[config.mk]
export PLATFORM = sky130hd
export DESIGN_NAME = count_monitor_flat
export DESIGN_NICKNAME = d
export VERILOG_FILES = /design/src/rtl/count_monitor_if.sv /design/src/rtl/count_monitor.sv /design/src/flat_wrapper.sv
export SDC_FILE = /design/constraint.sdc
export NUM_CORES = 1
export LEC_CHECK = 0
export ABC_AREA = 1
export CAP_MARGIN = 20
export CORE_MARGIN = 2
export CORE_UTILIZATION = 45
export CTS_BUF_LIST = sky130_fd_sc_hd__clkbuf_8
export CTS_CLUSTER_SIZE = 40
export DETAILED_ROUTE_END_ITERATION = 6
export GPL_ROUTABILITY_DRIVEN = 0
export PLACE_DENSITY = 0.69
export SYNTH_ARGS = -nofsm -noshare
export SYNTH_HDL_FRONTEND = slang
export SYNTH_SLANG_ARGS = --single-unit
[constraint.sdc]
create_clock -name clk -period 5.2 [get_ports clk]
set_input_delay 1.3 -clock clk [delete_from_list [all_inputs] [get_ports clk]]
set_output_delay 1.3 -clock clk [all_outputs]
set_load 0.1 [all_outputs]
[src/rtl/count_monitor_if.sv]
// Sample stream from the up/down counter into the sequence monitor.
interface count_monitor_if #(
  parameter int WIDTH = 3
);
  logic             sample_valid;
  logic [WIDTH-1:0] sample;
  logic             mode;

  modport master (output sample_valid, output sample, output mode);
  modport slave  (input  sample_valid, input  sample, input  mode);
endinterface

[src/rtl/count_monitor.sv]
// Up/down count sequence monitor: acquires lock on a +/-1 stream,
// reports step errors while locked and flags loss of lock.
module count_monitor #(
  parameter int WIDTH     = 3,
  parameter int LOCK_LEN  = 2,
  parameter int ERR_LIMIT = 3
) (
  input  logic              clk,
  input  logic              rst,
  input  logic              clear,
  count_monitor_if.slave    mon,
  output logic [1:0]        state,
  output logic              locked,
  output logic              lost,
  output logic              err_pulse,
  output logic [7:0]        err_count,
  output logic [WIDTH-1:0]  last_sample
);

  typedef enum logic [1:0] {
    IDLE    = 2'd0,
    ACQUIRE = 2'd1,
    LOCKED  = 2'd2,
    LOST    = 2'd3
  } state_t;

  localparam logic [3:0] LOCK_TGT = 4'(LOCK_LEN);
  localparam logic [3:0] ERR_TGT  = 4'(ERR_LIMIT);

  state_t           state_q, state_n;
  logic [3:0]       good_q, good_n;
  logic [3:0]       bad_q, bad_n;
  logic [7:0]       errc_q, errc_n;
  logic             lost_q, lost_n;
  logic             pulse_q, pulse_n;
  logic             locked_q;
  logic [WIDTH-1:0] last_q, last_n;
  logic [WIDTH-1:0] expected;
  logic             match;

  // Error counter sticks at its maximum instead of wrapping.
  function automatic logic [7:0] sat_inc8(input logic [7:0] v);
    return (v == 8'hFF) ? v : v + 8'd1;
  endfunction

  // Value the stream should show next, wrapping modulo 2^WIDTH.
  always_comb begin
    expected = mon.mode ? last_q + WIDTH'(1) : last_q - WIDTH'(1);
    match    = (mon.sample == expected);
  end

  // Next-state and counter/flag updates; clear outranks a sample in the same cycle.
  always_comb begin
    state_n = state_q;
    good_n  = good_q;
    bad_n   = bad_q;
    errc_n  = errc_q;
    lost_n  = lost_q;
    last_n  = last_q;
    pulse_n = 1'b0;
    if (clear) begin
      state_n = IDLE;
      good_n  = 4'd0;
      bad_n   = 4'd0;
      errc_n  = 8'd0;
      lost_n  = 1'b0;
      last_n  = '0;
    end else if (mon.sample_valid) begin
      last_n = mon.sample;
      unique case (state_q)
        IDLE, LOST: begin
          good_n  = 4'd0;
          state_n = ACQUIRE;
        end
        ACQUIRE: begin
          if (match) begin
            good_n = good_q + 4'd1;
            if (good_q + 4'd1 == LOCK_TGT) begin
              state_n = LOCKED;
              bad_n   = 4'd0;
            end
          end else begin
            good_n = 4'd0;
          end
        end
        LOCKED: begin
          if (match) begin
            bad_n = 4'd0;
          end else begin
            pulse_n = 1'b1;
            errc_n  = sat_inc8(errc_q);
            bad_n   = bad_q + 4'd1;
            if (bad_q + 4'd1 == ERR_TGT) begin
              state_n = LOST;
              lost_n  = 1'b1;
            end
          end
        end
        default: state_n = IDLE;
      endcase
    end
  end

  // State, counters and registered outputs; reset clears everything at once.
  always_ff @(posedge clk or negedge rst) begin
    if (!rst) begin
      state_q  <= IDLE;
      good_q   <= 4'd0;
      bad_q    <= 4'd0;
      errc_q   <= 8'd0;
      lost_q   <= 1'b0;
      pulse_q  <= 1'b0;
      locked_q <= 1'b0;
      last_q   <= '0;
    end else begin
      state_q  <= state_n;
      good_q   <= good_n;
      bad_q    <= bad_n;
      errc_q   <= errc_n;
      lost_q   <= lost_n;
      pulse_q  <= pulse_n;
      locked_q <= (state_n == LOCKED);
      last_q   <= last_n;
    end
  end

  assign state       = state_q;
  assign locked      = locked_q;
  assign lost        = lost_q;
  assign err_pulse   = pulse_q;
  assign err_count   = errc_q;
  assign last_sample = last_q;

endmodule

[src/flat_wrapper.sv]
// flat-port wrapper written by rule: the top's interface ports become plain ports
module count_monitor_flat 
#(
  parameter int WIDTH     = 3,
  parameter int LOCK_LEN  = 2,
  parameter int ERR_LIMIT = 3
)
  (clk, rst, clear, state, locked, lost, err_pulse, err_count, last_sample, mon_sample_valid, mon_sample, mon_mode);
  count_monitor_if #(.WIDTH(WIDTH)) mon_i ();
  input  logic clk;
  input  logic rst;
  input  logic clear;
  output logic [1:0] state;
  output logic locked;
  output logic lost;
  output logic err_pulse;
  output logic [7:0] err_count;
  output logic [WIDTH-1:0] last_sample;
  input wire logic [$bits(mon_i.sample_valid)-1:0] mon_sample_valid;
  input wire logic [$bits(mon_i.sample)-1:0] mon_sample;
  input wire logic [$bits(mon_i.mode)-1:0] mon_mode;
  assign mon_i.sample_valid = mon_sample_valid;
  assign mon_i.sample = mon_sample;
  assign mon_i.mode = mon_mode;
  count_monitor #(.WIDTH(WIDTH), .LOCK_LEN(LOCK_LEN), .ERR_LIMIT(ERR_LIMIT)) u_core (.clk(clk), .rst(rst), .clear(clear), .mon(mon_i), .state(state), .locked(locked), .lost(lost), .err_pulse(err_pulse), .err_count(err_count), .last_sample(last_sample));
endmodule
Yosys cells after proc, flatten, opt, wreduce, memory -nomap -nowiden
Index checks and enable logic that the tools add are counted.
Storage, ports and cells
  bits in registers: 24
  input bits: 8
  output and inout bits: 16
  logic and storage cells: 70
Cells by class
  $add $sub $neg: 5
  equality and inequality tests: 12
  mux-type cells: 34
  reductions and logical operators: 11
Operators with widths (number)
  two-way mux 8 bit: 5
  two-way mux 4 bit: 8
  case mux 4 bit (2 select lines): 2
  two-way mux 2 bit: 6
  AND reduction 4 bit: 3
  two-way mux 1 bit: 9
  two-way mux 3 bit: 3
  adder 4 x 1 -> 4 bit, second input constant: 2
  adder 8 x 1 -> 8 bit, second input constant: 1
  equality test 4 x 2 -> 1 bit, second input constant: 2
  equality test 8 bit, second input constant: 1
  equality test 2 bit, second input constant: 3
  inequality test 3 x 2 -> 1 bit, second input constant: 2
  case mux 2 bit (3 select lines): 1
  nonzero test 2 bit: 3
  nonzero test 3 bit: 2
  inequality test 2 bit, second input constant: 2
  adder 3 x 1 -> 3 bit, second input constant: 1
  equality test 3 bit: 1
  subtractor 3 x 1 -> 3 bit, second input constant: 1
  equality test 2 x 1 -> 1 bit, second input constant: 1
  zero test 2 bit: 1
  AND reduction 2 bit: 1
  OR reduction 2 bit: 1

Logic depth before layout (Yosys ltp)
Gate-level depths: netlist of run 1.
  depth in word-level cells: 8
  mapped depth: 15
  gate-level depth less buffers: 15

Worst setup path before layout of run 1
OpenSTA, ideal clock, no wires.
  path kind: in2reg
  from: in mon_mode
  to: reg u_core.errc_q[3] (netlist: u_core.err_count[3])
  library setup time: 0.118 ns
  arrival time: 2.664 ns
  data required time: 5.082 ns
  path slack: 2.418 ns
  stages: 10
  buffers on the path: 0
  cell sequence: inv_2 -> fa_1 -> xor2_1 -> nor2_4 -> nand2_4 -> nand3b_4 -> nand2_4 -> nand2_2 -> nor2_1 -> nor2_2
Between the ends
  longest elaborated chain between the ends: 4
RTL lines
  start, declared: line flat_wrapper.sv:21  | input wire logic [$bits(mon_i.mode)-1:0] mon_mode;
  two-way mux 3 bit: line count_monitor.sv:48  | expected = mon.mode ? last_q + WIDTH'(1) : last_q - WIDTH'(1);
  equality test 3 bit: line count_monitor.sv:49  | match = (mon.sample == expected);
  inequality test 2 bit (no line)
  AND reduction 4 bit (no line)
  end signal, assigned: line count_monitor.sv:119  | errc_q <= errc_n;
  end, declared: line count_monitor.sv:33  | logic [7:0] errc_q, errc_n;
Every way passes these cells.
A chain may end at the register's enable or synchronous reset.

Worst setup path after layout of run 1
  from: reg u_core.last_q[0] (netlist: u_core.last_sample[0])
  to: out last_sample[0]
RTL lines
  start, declared: line count_monitor.sv:37  | logic [WIDTH-1:0] last_q, last_n;
  start signal, assigned: line count_monitor.sv:123  | last_q <= last_n;
  end, declared: line flat_wrapper.sv:18  | output logic [WIDTH-1:0] last_sample;
No word-level cell between the ends.

==> results of run 1 <==
==> area by class of cell <==
cell class	instances	area, um^2	area share
Sequential cell	24	601	0.322
Clock inverter	1	30.0	0.0161
Timing Repair Buffer	24	238	0.127
Multi-Input combinational cell	137	781	0.418
Tap cell	46	57.6	0.0308
Inverter	32	120	0.0643
Clock buffer	3	41.3	0.0221
==> layer usage <==
layer / wire length [um] / vias up
li1: - / 667
met1: 1490 / 587
met4: 33 / 0
met2: 1340 / 29
met3: 140 / 4
met5: 0 / -
==> cells by family (layout without fill, tap and decap cells) <==
kind of cell | Yosys count | after routing | synth area share
compound gates | 22 | 22 | 0.0916
xor+xnor | 6 | 6 | 0.0347
fa+ha+maj | 9 | 9 | 0.0792
buf+inv | 35 | 60 | 0.0891
flops | 24 | 24 | 0.396
simple gates | 100 | 100 | 0.309
==> sequential cells by signal, summed over array words and instances (netlist names) <==
register,count
u_core.good_q,4
u_core.lost,1
u_core.state,2
u_core.bad_q,4
u_core.last_sample,3
u_core.locked,1
u_core.err_count,8
u_core.err_pulse,1
==> metrics by stage <==
stage / cell area [um^2] / setup WS [ps]
floorplan: 1520 / 2420
global placement: 1800 / 1800
detailed placement: 1800 / 1770
CTS: 1870 / 2000
global route: 1870 / 1890
finish: 1870 / 2020
==> cells in the final DEF (no fill, tap or decap), types with 3 or more instances in the layout <==
cell type,netlist,layout
sky130_fd_sc_hd__nor3_1,4,4
sky130_fd_sc_hd__o21ai_0,8,8
sky130_fd_sc_hd__ha_1,8,8
sky130_fd_sc_hd__nand4_1,4,4
sky130_fd_sc_hd__xnor2_1,3,3
sky130_fd_sc_hd__o22ai_1,3,3
sky130_fd_sc_hd__clkbuf_8,0,3
sky130_fd_sc_hd__xor2_1,3,3
sky130_fd_sc_hd__a21oi_1,3,3
sky130_fd_sc_hd__nand2_1,53,53
sky130_fd_sc_hd__nor2_1,15,15
sky130_fd_sc_hd__nand3_1,14,14
sky130_fd_sc_hd__o21ai_1,4,4
sky130_fd_sc_hd__clkdlybuf4s50_1,0,23
sky130_fd_sc_hd__dfrtp_1,24,24
sky130_fd_sc_hd__inv_1,30,30
==> power groups by stage <==
stage | Sequential (mW) | Combinational, mW | Clock (mW)
detailed placement | 0.200 | 0.0958 | 0
CTS | 0.196 | 0.0960 | 0.171
floorplan | 0.231 | 0.0374 | 0
global placement | 0.200 | 0.0949 | 0
finish | 0.196 | 0.0951 | 0.165
global route | 0.197 | 0.104 | 0.178
==> path summary, 6_finish.rpt <==
| kind | from | end | slack, ps |
|---|---|---|---|
| max | u_core.last_sample[0] | last_sample[0] | 2020 |
| min | u_core.lost | u_core.lost | 500 |
| max reg2reg | u_core.last_sample[0] | u_core.err_count[3] | 3240 |
| min reg2reg | u_core.lost | u_core.lost | 500 |
| max in group asynchronous | rst | u_core.last_sample[2] | 3570 |
| min in group asynchronous | rst | u_core.good_q[1] | 1370 |
==> summary.md, run 1 <==
The run finished with clean final reports. The cell type with the highest aggregate area in the netlist was sky130_fd_sc_hd__dfrtp_1. The global-route met2 utilization is 0.262, and the number of distinct standard cells referenced by the synthesized netlist is 27. The most numerous cell in the Yosys netlist is sky130_fd_sc_hd__nand2_1. The tools report the number of levels in the clock H-tree as 1. The switching portion of total power came out at 0.298. The worst path in the final design needs a cycle of 3180 ps, including I/O delays and setup. The cell area that synthesis handed to floorplanning was 0.00152 mm^2. For the net count reported at finish, the log shows 239. The maximum buffer depth of the clock tree was 2; the top-level port count was 24.

The first global-routing pass estimated 4970 um of wire. In this run, CTS created clock tree buffers numbering 3. Dividing total power by cell area gives a power density of 244 mW/mm^2.

The worst-path maximum fanout works out to 4. The share of the core filled with cells in the final layout was 0.569; the fraction of power consumed by combinational cells was 0.209. The run gives 0 as the initial antenna violation count. Counting instances in the post-synthesis netlist gives the leading cell types as 53 x sky130_fd_sc_hd__nand2_1, 30 x sky130_fd_sc_hd__inv_1, 24 x sky130_fd_sc_hd__dfrtp_1. The worst-case IR drop observed on VDD is 198 uV. Setup repair after global routing left no endpoint under its margin.

For this run, design rule violations remaining after detail routing come to 0. The data arrival time at the worst-slack endpoint is 1880 ps, and the total of buffers placed on input and output ports is 23. The tools report the number of DRC violations after detailed-routing iteration 0 as 65. The largest single stage delay on the critical path is 1160 ps. After filler insertion, the fill cell instance count of the layout stands at 307. The number of cells traversed by the worst register-to-register path works out to 9. The fraction of the cycle the final worst path needs was 0.611.

The run gives 4 as the first-pass iteration count of the detailed router. The fraction of met3 tracks used by global routing came out at 0.0455. The fraction of layout cells with a size suffix above 1 is 0.0769, and the pin count of the biggest net entering global routing is 25.

The instance count on the critical path is 1, and the worst-case hold slack is 499 ps. The floorplan step set the die width to 62.1 um. The post-synthesis register bit count came out at 24.

Number of enable-type register cells in the synthesized netlist: 0. The detail-routed via count per cell was 4.82; the wire length reported by the detailed router was 3000 um. Across the routed clock network, the largest skew measured is 6.69 ps.

The nature of the critical path endpoint was an output port. For this run, the number of Yosys warnings is 0. The most common flop cell mapped by yosys was sky130_fd_sc_hd__dfrtp_1.

The number of hold buffers added after CTS was 0. The hold violation total from the final report came out at 0. The run gives 0.174 as the overall fraction of global-route tracks in use.

For this design, the slowest cell found on the critical path is sky130_fd_sc_hd__clkdlybuf4s50_1. The critical path goes through clkdlybuf4s50_1. In this run the worst hold path is classified as flop to flop. Via count of the first global-routing pass: 1133. Clock-pin slew on the worst setup and hold paths: 80 ps. The number of nets in the synthesized netlist is 213. TritonCTS built the clock tree.

The HPWL after detailed placement is 2250 um. The average routed wire per standard cell came out at 11.2 um. The relative contribution of the clock network to total power came out at 0.361. The share of the synthesized area in the top cell type works out to 0.396. The clock latency at the later pin of the worst-skew pair was 270 ps; the post-route non-filler standard cell count was 267.

The tools report the sequential cell area fraction in the yosys report as 0.396. The initial cell density of the core came out at 0.462. Measured along the y axis, the die boundary spans 62.1 um. The sum of negative setup slack is 0 ps, and the vias after detailed routing is 1287. The timing-limited maximum frequency was 315 MHz; the relative area change from synthesis to final layout was 23.2%. The buffers plus inverters on the worst setup path was 1; the required time at the worst-slack endpoint was 3900 ps.

Overall power consumption after layout is estimated at 0.456 mW. The floorplan has 21 rows. The relative slew slack was 0.352; the share of flip-flops with an asynchronous set or reset after synthesis was 1.00.

The analysis attributes to net switching a power of 0.136 mW. CTS saw 24 sinks. For the global routing met1 resource utilization, the log shows 0.248. In this run, placement finished with an instance count of 263.

The path type of the worst setup path is flop to output port. The area enclosed by the die boundary is 0.00385 mm^2, and the reported leakage power is 0.881 nW. Counting every instance in the synthesized netlist gives 196. The tools report the final global-route overflow total as 0. Setup violations remaining at the end of the flow were counted as 0. The instance count along the most critical hold path is 1. The busiest metal layer after global routing was met2.

Once detail routing completed, the nets flagged for antenna violations numbered 0. Cell internal power was estimated by the tool at 0.320 mW. In this run the post-CTS setup repair buffer count came out at 0. The number of maximum-capacitance constraint violations came out at 0.

The gate family responsible for the most delay along the worst path is buffers and inverters. The logs give 0.431 for the sequential fraction of design power and 0 for the count of pins over their slew limit. The worst setup path is launched from a flop. Clock root buffer: sky130_fd_sc_hd__clkbuf_8. At the pin with the least slew margin, the transition time is 969 ps. The number of antenna diodes in the final layout is 0. The number of gates resized after cts was 0. After floorplanning, the core was sized to cover 0.00328 mm^2. Dividing the synthesized area by the synthesized cell count gives 7.74 um^2.

By area the synthesized netlist is led by sky130_fd_sc_hd__dfrtp_1 40%, sky130_fd_sc_hd__nand2_1 13%, sky130_fd_sc_hd__inv_1 7.4%, sky130_fd_sc_hd__ha_1 6.6%, sky130_fd_sc_hd__nand3_1 4.6%.
No activity file was read; power rests on OpenSTA's default activity.
==> run 2: changes to the inputs <==
==> constraint.sdc (replaced) <==
create_clock -name clk -period 3.02 [get_ports clk]
set_input_delay 0.755 -clock clk [delete_from_list [all_inputs] [get_ports clk]]
set_output_delay 0.755 -clock clk [all_outputs]
set_load 0.1 [all_outputs]
==> run 2 against run 1 <==
First-iteration DRC count rose by 9.2%; clock power rose by 76%; sequential share of layout area rose by 0.44 points; largest cell class unchanged; routed wire length rose by 1.3%; highest routed layer unchanged; cell count rose by 0.75%; critical endpoint is now u_core.bad_q[1]; critical path type is now input pin to flop; largest power group unchanged; count of clock-buffer cells in the layout did not move.
==> summary.md, run 2 (synthesis gave the netlist of run 1 again) <==
The width of the chip is 62.1 um (unchanged), and the worst-path maximum fanout is 8 (+4). The number of flip-flops under the largest register name is 8 (unchanged). The run gives 4 (unchanged) as the first-pass iteration count of the detailed router.

The worst flop-to-flop path startpoint was u_core.last_sample[0]. The internal power component came out at 0.550 mW (+72%). The setup slack of the worst register-to-register path is 1070 ps (-2170 ps), and the number of cells traversed by the worst register-to-register path is 11 (+2).

The run gives 3040 um (+1.3%) as the wire length reported by the detailed router. The worst clock skew was 12.1 ps (+5.38 ps); the via count of the first global-routing pass was 1200 (+5.9%). The relative area change from synthesis to final layout was 21.5%.

Sequential fraction of design power: 0.427 (-0.004). The flow ran to the end, and the final reports show no timing, DRC or antenna violations. The worst-case hold slack is 499 ps (-0.266 ps). The fraction of layout cells with a size suffix above 1 is 0.157 (+0.0800), and the initial antenna violation count is 0 (unchanged). The final global-route overflow total is 0 (unchanged).

The logs give 0.206 (-0.003) for the fraction of power consumed by combinational cells and 2330 um (+3.9%) for the placed wire-length estimate. For the clock latency at the later pin of the worst-skew pair, the log shows 280 ps (about the same). The logs give 0 (unchanged) for the count of antenna-violating nets left after detailed routing and 0 (unchanged) for the number of gates resized after cts. For the sum of negative setup slack, the log shows 0 ps (unchanged). Classification of the worst-slack hold path: flop to flop. The hold violation total from the final report was 0 (unchanged). For the pin count of the biggest net entering global routing, the log shows 25 (unchanged). For the vias after detailed routing, the log shows 1287 (unchanged).

Tracing the worst setup path back leads to its startpoint at mon_mode. The worst setup path is of the input pin to flop kind. The actual slew at the worst max-slew pin is 326 ps (-642 ps).

CTS placed an instance of sky130_fd_sc_hd__clkbuf_8 at the clock tree root. The tools report the nature of the critical path endpoint as a flop. The die outline height was 62.1 um (unchanged); the time the worst path needs with I/O delays and setup was 2580 ps.

The tools report the area enclosed by the die boundary as 0.00385 mm^2 (unchanged). The tools report the share of the core filled with cells in the final layout as 0.561 (-0.00762). In the layout the commonest cells are 53 x sky130_fd_sc_hd__nand2_1, 30 x sky130_fd_sc_hd__inv_1, 24 x sky130_fd_sc_hd__dfrtp_1.

The run gives 0 (unchanged) as the setup-violating endpoint count in the final report. The required time at the worst-slack endpoint came out at 3170 ps (-730 ps). The tools report the top-level port count as 24 (unchanged). The maximum buffer depth of the clock tree is 2 (unchanged).

The total of buffers placed on input and output ports was 23 (unchanged); the power after layout was 0.792 mW (+74%). Buffers inserted during post-CTS setup optimization: 0 (unchanged). The relative slew slack was 0.781 (+0.429). The overall fraction of global-route tracks in use was 0.181 (+0.00713); the first-pass GRT wire length was 5200 um (+4.4%). The tools report the post-route non-filler standard cell count as 269 (+0.75%).

The number of sinks on the clock net was 24 (unchanged). The number of cell rows is 21 (unchanged), and the number of maximum-capacitance constraint violations is 0 (unchanged). Placeable core region: 0.00328 mm^2 (unchanged). Switching power: 0.241 mW (+77%). For the total CTS buffers, the log shows 3 (unchanged). The average routed wire per standard cell came out at 11.3 um (+0.51%). The number of DRC violations after detailed-routing iteration 0 was 71 (+9.2%). Largest vdd supply drop: 378 uV (+91%). Destination of the worst hold path: u_core.lost. The instance count along the most critical hold path works out to 1 (unchanged). The logs give 0 (unchanged) for the count of pins over their slew limit and 241 (+0.84%) for the net count reported at finish. For the cts-stage hold buffer count, the log shows 0 (unchanged). The relative contribution of the clock network to total power is 0.367 (+0.006), and the timing-limited maximum frequency is 388 MHz.

Critical hold path startpoint: u_core.lost. The worst register-to-register path ends at u_core.bad_q[1]. The number of design rule violations left after detail routing was 0 (unchanged). The initial cell density of the core was 0.462 (unchanged); the antenna diode instance count was 0 (unchanged). The switching portion of total power was 0.305 (+0.00665).

For the reported leakage power, the log shows 0.921 nW (+4.5%). The tools report the placed instance count as 265 (+0.76%). The detail-routed via count per cell was 4.78 (-0.74%).

STA classifies the critical path startpoint as an input pin. The fraction of the cycle the final worst path needs is 0.854, and the clock-pin slew on the worst setup and hold paths is 80 ps (about the same). TritonCTS built the clock tree.

The run gives 2730 ps (+850 ps) as the data arrival time at the worst-slack endpoint. Setup repair after global routing left no endpoint under its margin. The tools report the number of levels in the clock H-tree as 1 (unchanged). Total power divided by cell area: 430 mW/mm^2 (+76%). The most common cell after layout, fill and taps aside is sky130_fd_sc_hd__nand2_1.
==> run 2: changes by cell type in the layout (fill, tap and decap cells not counted) <==
cell and change:
sky130_fd_sc_hd__buf_4 +18, sky130_fd_sc_hd__clkdlybuf4s50_1 -16
==> run 2: how the worst max path moves through the flow <==
| stage | endpoint | slack (ps) | depth (start not counted) |
|---|---|---|---|
| finish | u_core.bad_q[1] | 440 | 13 |
| global route | u_core.bad_q[3] | 200 | 12 |
| CTS | u_core.bad_q[1] | 440 | 13 |
| detailed placement | u_core.bad_q[2] | 140 | 13 |
| global placement | u_core.bad_q[3] | 180 | 13 |
| floorplan | u_core.err_count[3] | 550 | 9 |
==> run 2: per-stage QoR <==
stage | setup WS (ps) | instance area (um^2)
after detailed placement | 140 | 1770
final | 442 | 1840
after CTS | 435 | 1840
after floorplan | 552 | 1520
after global placement | 178 | 1770
after global routing | 203 | 1840
==> run 2: power by group through the flow <==
stage	Combinational [mW]	Sequential [mW]	Clock, mW
4_1_cts	0.165	0.338	0.295
3_5_place_dp	0.164	0.345	0
5_1_grt	0.179	0.340	0.304
3_3_place_gp	0.163	0.344	0
2_1_floorplan	0.0644	0.398	0
6_report	0.163	0.338	0.290
==> run 2: critical path, stage by stage <==
cell,delay (ps)
sky130_fd_sc_hd__clkdlybuf4s50_1,510
sky130_fd_sc_hd__inv_2,70
sky130_fd_sc_hd__fa_1,450
sky130_fd_sc_hd__nand2_1,110
sky130_fd_sc_hd__inv_1,40
sky130_fd_sc_hd__nor2_1,100
sky130_fd_sc_hd__nand2_1,70
sky130_fd_sc_hd__nand2_2,90
sky130_fd_sc_hd__nand3_1,140
sky130_fd_sc_hd__nand2_1,130
sky130_fd_sc_hd__o211ai_4,120
sky130_fd_sc_hd__nand2_1,80
sky130_fd_sc_hd__o21ai_0,70
==> run 2: final cells by class <==
class / count / area (um^2)
repair buffers: 26 / 213
flip-flops and latches: 24 / 601
fillers: 315 / 1440
clock buffers: 3 / 41.3
well taps: 46 / 57.6
inverters: 32 / 120
clock inverters: 1 / 30.0
multi-input cells: 137 / 781
==> run 2: per-layer routing <==
metal  up-vias  part of all wire  track usage
met2        23              0.46        0.286
met5         -                 0            0
li1        671                 -            -
met3         4             0.036       0.0435
met4         0             0.014       0.0547
met1       589              0.49        0.246
